$ cat src/rtl/clk_div_pkg.sv
// Shared types and helpers for the programmable clock divider.
package clk_div_pkg;

    localparam int unsigned DefCntW = 8;

    typedef enum logic [1:0] {
        StIdle,
        StRun,
        StStopPend
    } state_e;

    // Config word at the default counter width.
    typedef struct packed {
        logic [DefCntW-1:0] period;
        logic [DefCntW-1:0] high;
    } cfg_t;

    // A usable config needs at least one high and one low cycle per period.
    function automatic logic cfg_is_valid(input int unsigned period, input int unsigned high);
        return (period >= 2) && (high != 0) && (high < period);
    endfunction

endpackage

$ cat src/rtl/clk_div_core.sv
// Period counter and high/low comparator; clk_out is registered from next-cycle values.
module clk_div_core
    import clk_div_pkg::*;
#(
    parameter int unsigned CNT_W = DefCntW
) (
    input  logic             clk_in,
    input  logic             reset,
    input  logic             run,     // block is running in the next cycle
    input  logic             load,    // restart the count at zero (leaving idle)
    input  logic [CNT_W-1:0] period,  // period in effect this cycle
    input  logic [CNT_W-1:0] high,    // high time in effect next cycle
    output logic             clk_out,
    output logic             wrap
);

    logic [CNT_W-1:0] cnt_q, cnt_d;
    logic             clk_q, clk_d;

    // Last cycle of the period; cnt stays 0 when idle and period >= 2, so idle never wraps.
    assign wrap    = (cnt_q == period - CNT_W'(1));
    assign clk_out = clk_q;

    // Next count and next output level.
    always_comb begin
        cnt_d = cnt_q + CNT_W'(1);
        if (!run || load || wrap) begin
            cnt_d = '0;
        end
        clk_d = run && (cnt_d < high);
    end

    // Counter and output register.
    always_ff @(posedge clk_in or negedge reset) begin
        if (!reset) begin
            cnt_q <= '0;
            clk_q <= 1'b0;
        end else begin
            cnt_q <= cnt_d;
            clk_q <= clk_d;
        end
    end

endmodule

$ cat src/rtl/clk_div_ctrl.sv
// Run-time controller: start/stop FSM, pending config slot and config validation.
module clk_div_ctrl
    import clk_div_pkg::*;
#(
    parameter int unsigned CNT_W      = DefCntW,
    parameter int unsigned DEF_PERIOD = 10,
    parameter int unsigned DEF_HIGH   = 6
) (
    input  logic             clk_in,
    input  logic             reset,
    input  logic             enable,
    input  logic             cfg_valid,
    output logic             cfg_ready,
    input  logic [CNT_W-1:0] cfg_period,
    input  logic [CNT_W-1:0] cfg_high,
    output logic             cfg_err,
    output logic             clk_out,
    output logic             period_tick,
    output logic             running,
    output logic [CNT_W-1:0] cur_period,
    output logic [CNT_W-1:0] cur_high
);

    typedef struct packed {
        logic [CNT_W-1:0] period;
        logic [CNT_W-1:0] high;
    } slot_t;

    if (CNT_W < 2 || CNT_W > 31) begin : g_bad_width
        $error("clk_div_ctrl: CNT_W must be in 2..31");
    end
    if (DEF_PERIOD >= (32'd1 << CNT_W) || !cfg_is_valid(DEF_PERIOD, DEF_HIGH)) begin : g_bad_def
        $error("clk_div_ctrl: DEF_PERIOD/DEF_HIGH invalid");
    end

    state_e state_q, state_d;
    slot_t  cur_q, cur_d;
    slot_t  slot_q, slot_d;
    slot_t  cfg_in;
    logic   slot_full_q, slot_full_d;
    logic   err_q, err_d;
    logic   wrap;
    logic   cfg_fire;
    logic   cfg_ok;

    assign cfg_in     = '{period: cfg_period, high: cfg_high};
    assign cfg_fire   = cfg_valid && cfg_ready;
    assign cfg_ok     = cfg_is_valid(32'(cfg_period), 32'(cfg_high));
    assign cfg_err    = err_q;
    assign cur_period = cur_q.period;
    assign cur_high   = cur_q.high;

    // State register.
    always_ff @(posedge clk_in or negedge reset) begin
        if (!reset) begin
            state_q <= StIdle;
        end else begin
            state_q <= state_d;
        end
    end

    // Next state: a stop only takes effect on a wrap, and re-enabling cancels it.
    always_comb begin
        state_d = state_q;
        unique case (state_q)
            StIdle: begin
                if (enable) state_d = StRun;
            end
            StRun: begin
                if (!enable) state_d = wrap ? StIdle : StStopPend;
            end
            StStopPend: begin
                if (enable)    state_d = StRun;
                else if (wrap) state_d = StIdle;
            end
            default: state_d = StIdle;
        endcase
    end

    // FSM outputs.
    always_comb begin
        running     = (state_q != StIdle);
        cfg_ready   = !slot_full_q;
        period_tick = wrap;
    end

    // Config routing: straight to cur_* when idle, via the pending slot when running.
    always_comb begin
        cur_d       = cur_q;
        slot_d      = slot_q;
        slot_full_d = slot_full_q;
        err_d       = cfg_fire && !cfg_ok;
        if (state_q == StIdle) begin
            // A config accepted on the stopping wrap is still in the slot; flush it now.
            if (slot_full_q) begin
                cur_d       = slot_q;
                slot_full_d = 1'b0;
            end
            if (cfg_fire && cfg_ok) cur_d = cfg_in;
        end else begin
            if (wrap && slot_full_q) begin
                cur_d       = slot_q;
                slot_full_d = 1'b0;
            end
            // cfg_fire implies the slot was empty, so this never collides with the apply above.
            if (cfg_fire && cfg_ok) begin
                slot_d      = cfg_in;
                slot_full_d = 1'b1;
            end
        end
    end

    // Config registers.
    always_ff @(posedge clk_in or negedge reset) begin
        if (!reset) begin
            cur_q       <= '{period: CNT_W'(DEF_PERIOD), high: CNT_W'(DEF_HIGH)};
            slot_q      <= '0;
            slot_full_q <= 1'b0;
            err_q       <= 1'b0;
        end else begin
            cur_q       <= cur_d;
            slot_q      <= slot_d;
            slot_full_q <= slot_full_d;
            err_q       <= err_d;
        end
    end

    clk_div_core #(
        .CNT_W (CNT_W)
    ) u_core (
        .clk_in  (clk_in),
        .reset   (reset),
        .run     (state_d != StIdle),
        .load    (state_q == StIdle),
        .period  (cur_q.period),
        .high    (cur_d.high),
        .clk_out (clk_out),
        .wrap    (wrap)
    );

endmodule

$ cat config.mk
export PLATFORM = sky130hd
export DESIGN_NAME = clk_div_ctrl
export DESIGN_NICKNAME = d
export VERILOG_FILES = /design/src/rtl/clk_div_pkg.sv /design/src/rtl/clk_div_core.sv /design/src/rtl/clk_div_ctrl.sv
export SDC_FILE = /design/constraint.sdc
export NUM_CORES = 1
export LEC_CHECK = 0
export CORE_ASPECT_RATIO = 0.7
export CORE_MARGIN = 5
export CORE_UTILIZATION = 45
export DETAILED_ROUTE_END_ITERATION = 10
export GPL_TIMING_DRIVEN = 0
export PLACE_DENSITY = 0.68
export SLEW_MARGIN = 10
export SYNTH_ARGS = -nofsm -noshare
export SYNTH_HDL_FRONTEND = slang
export SYNTH_SLANG_ARGS = --single-unit
$ cat constraint.sdc
create_clock -name clk_in -period 4.3 [get_ports clk_in]
set_clock_uncertainty 0.2 [all_clocks]
set_input_delay 0.43 -clock clk_in [delete_from_list [all_inputs] [get_ports clk_in]]
set_output_delay 0.43 -clock clk_in [all_outputs]
set_load 0.005 [all_outputs]
==> flow_metrics.tcl <==
set metrics [dict create \
    antennaDiodeCount 0 \
    grt_start_max_net_pins 31 \
    synth_largest_area_cell "dfrtp_1" \
    synth_compound_area_share_pct 12.3 \
    drtPass1Iterations 4 \
    p_leak_nw 1.55 \
    worst-r2r-setup-slack_ns 0.38 \
    cpMostUsedCell "ha_1" \
    hold_viol 0 \
    fp.dieArea_um2 7830 \
    cp_cell_sequence "clkdlybuf4s50_1 > ha_1 > a21o_1 > a211o_1 > a211oi_4 > clkbuf_2 > a21oi_1 > mux2_2 > ha_1 > nand4_1 > nor2_1 > nand2_1 > or3_1 > mux2i_1 > a211oi_1" \
    critPathKind "in2reg" \
    die_x_um 104 \
    synth_nets 307 \
    p_sw_share_pct 38.2 \
    yosys-top-cells-count "dfrtp_1 (41), nor2_1 (33), mux2i_1 (26), ha_1 (16), mux2_2 (16)" \
    switching_power_mw 0.779 \
    synth_xor_area_share_pct 5.39 \
    placed_area_um2 3270 \
    io_buffers 40 \
    antenna_found_initial 0 \
    design_area_um2 3380 \
    gp_congestion 0.769 \
    setup_viol 0 \
    wire_per_inst_um 17.0 \
    synth_area_um2 2760 \
    async_reset_ff_share_pct 100 \
    pin_count 41 \
    drive_above_1_share_pct 14.0 \
    grt_pass1_vias 2201 \
    wl_mm 6.74 \
    syn_avg_cell_area_um2 10.2 \
    overflow 0 \
    fin_crit_ns 4.02 \
    worst_ep_arrival_time_ns 3.99 \
    synth_cell_types 46 \
    r2r_cells 16 \
    synth-edff-count 0 \
    dieHeight_um 75.5 \
    whs_ns 0.288 \
    muxShareOfSynthArea_pct 16.4 \
    drt_iter0_drc 112 \
    nets 356 \
    row_count 23 \
    max_freq_mhz 248 \
    drc_errors 0 \
    clk_latency_ns 0.29 \
    grt_use_total_pct 18.3 \
    worst_setup_path_start_kind "input port" \
    slew_headroom_pct 51.4 \
    vias 2203 \
    worstMarginPinSlew_ns 0.729 \
    rsz0062_at_grt "false" \
    power_frac_comb_pct 49.9 \
    synthAdderAreaFrac_pct 7.25 \
    synth.most_common_cell "dfrtp_1" \
    yosys.area_share.simple_pct 13.7 \
    p_total_mw 2.04 \
    reg2reg_to "u_core.clk_out" \
    yosysTopAreaCellShare_pct 37.2 \
    clkPwrFrac_pct 12.5 \
    clk_pin_slew_ns 0.09 \
    worstPathRequired_ns 4.27 \
    cts-root-buf "clkbuf_8" \
    power_frac_seq_pct 37.6 \
    fin_crit_sh_pct 93.6 \
    synth_flop_cell "dfrtp_1" \
    min_to "slot_q[10]" \
    grt_pass1_wl_mm 11.5 \
    crit_slowest_cell "clkdlybuf4s50_1" \
    hold_class "reg2reg" \
    p_per_area_nw_per_um2 604 \
    ant_nets 0 \
    drv_slew 0 \
    syn_to_final_growth_pct 22.3 \
    cts_tree "built" \
    hpwl_mm 5.14 \
    yosys-top-cells-area "dfrtp_1 (37%), mux2i_1 (9.4%), ha_1 (7.2%), mux2_2 (6.5%), nor2_1 (4.5%)" \
    r2r-start "cur_period[0]" \
    synth_warnings 0 \
    crit_path_max_fanout 10 \
    cts_sinks 45 \
    status "finished, final reports clean" \
    cp-end-kind "flop" \
    htree_levels 2 \
    setup_ws_ns 0.275 \
    start_util_pct 47.3 \
    cpPeakStageDelay_ns 0.61 \
    min_path_cells 2 \
    drv_cap 0 \
    ys_ff_latch 45 \
    intPower_mw 1.26 \
    vias_per_cell 5.56 \
    max-clock-path-buffers 2 \
    core_area_um2 5840 \
    synth_top_family_by_area "multiplexers" \
    min_from "slot_q[10]" \
    synthCells 271 \
    pre_cts_ws_ns -0.436 \
    ir_drop_v 0.000308 \
    yosysSeqAreaShare_pct 41.0 \
    cts_inserted_buffers 5 \
]
stage by stage:
stage / instances / setup TNS (ns) / util, %
final: 396 / 0 / 57.8
after global routing: 396 / 0 / 57.8
after CTS: 397 / 0 / 57.7
after detailed placement: 387 / -0.436 / 56.0
after global placement: 386 / -0.373 / 55.7
after floorplan: 271 / 0 / -
logic make-up after synthesis:
group           after synthesis
mux                          43
fa+ha+maj                    16
compound gates               48
simple gates                 77
buf+inv                      25
flops                        45
xor+xnor                     17
power by group through the flow:
stage	registers, mW	clock network [mW]	logic [mW]
floorplan	0.735	0	0.663
global placement	0.766	0	0.977
detailed placement	0.771	0	1.00
CTS	0.764	0.263	1.01
global route	0.795	0.278	1.14
finish	0.767	0.255	1.02
state kept, by name, indices dropped and copies added, names as in the netlist:
name,count
slot_q,16
cur_high,8
cur_period,8
slot_full_q,1
cfg_err,1
state_q,2
u_core.cnt_q,8
u_core.clk_out,1
worst max path at each step:
stage | from | endpoint | slack, ns | depth (start not counted)
6_report | cfg_high[1] | u_core.clk_out | 0.28 | 15
3_5_place_dp | cfg_high[1] | u_core.clk_out | -0.44 | 15
5_1_grt | cfg_high[1] | u_core.clk_out | 0.006 | 15
2_1_floorplan | cfg_period[1] | u_core.clk_out | 0.63 | 14
3_3_place_gp | cfg_high[1] | u_core.clk_out | -0.37 | 15
4_1_cts | cur_period[1] | u_core.clk_out | 0.22 | 17
per-layer routing:
metal  wire [um]  part of all wire (%)  up-vias  GRT usage [%]
met5           0                     0        -              0
met4          28                  0.42        0           2.18
met3         278                   4.1        5           3.81
met2        2890                    43       44           27.9
met1        3550                    53     1081           27.7
li1            -                     -     1073              -
cells in the final DEF, fill, tap and decap left out, types with 3 or more instances in the layout:
| cell type | count |
|---|---|
| dfrtp_1 | 41 |
| clkdlybuf4s50_1 | 39 |
| nor2_1 | 32 |
| mux2i_1 | 26 |
| mux2_2 | 16 |
| ha_1 | 16 |
| nand2_1 | 14 |
| a21oi_1 | 14 |
| inv_1 | 13 |
| xnor2_1 | 11 |
| o21ai_0 | 10 |
| a221o_1 | 8 |
| nand3_1 | 6 |
| xor2_1 | 6 |
| and3_1 | 5 |
| clkbuf_8 | 5 |
| nand4_1 | 4 |
| clkbuf_1 | 4 |
| buf_2 | 4 |
| dfstp_2 | 4 |
| nor4_1 | 3 |
worst max-delay path, delay by kind of cell:
| family | cells | cell delay [ns] |
|---|---|---|
| AO/OA/AOI/OAI | 5 | 0.96 |
| buffers and inverters | 2 | 0.87 |
| adder cells (fa/ha/maj) | 2 | 0.58 |
| multiplexers | 2 | 0.46 |
| AND/OR/NAND/NOR | 4 | 0.69 |
cell type report:
class	count	area, um2
plain buffers	10	57.6
clock buffers	6	72.6
clock inverters	2	10.0
repair buffers	43	433
well taps	75	93.8
inverters	14	52.6
fillers	532	2460
flip-flops and latches	45	1130
multi-input cells	201	1530
what timing repair did:
| action | in CTS | in global routing |
|---|---|---|
| setup endpoints to repair | 1 | 1 |
| pin swaps | 1 | 0 |
| hold endpoints to repair | 14 | 0 |
| buffers inserted | 1 | 0 |
| hold buffers | 1 | 0 |
| gates resized for setup | 1 | 2 |
Power figures use the tool's default switching activity.
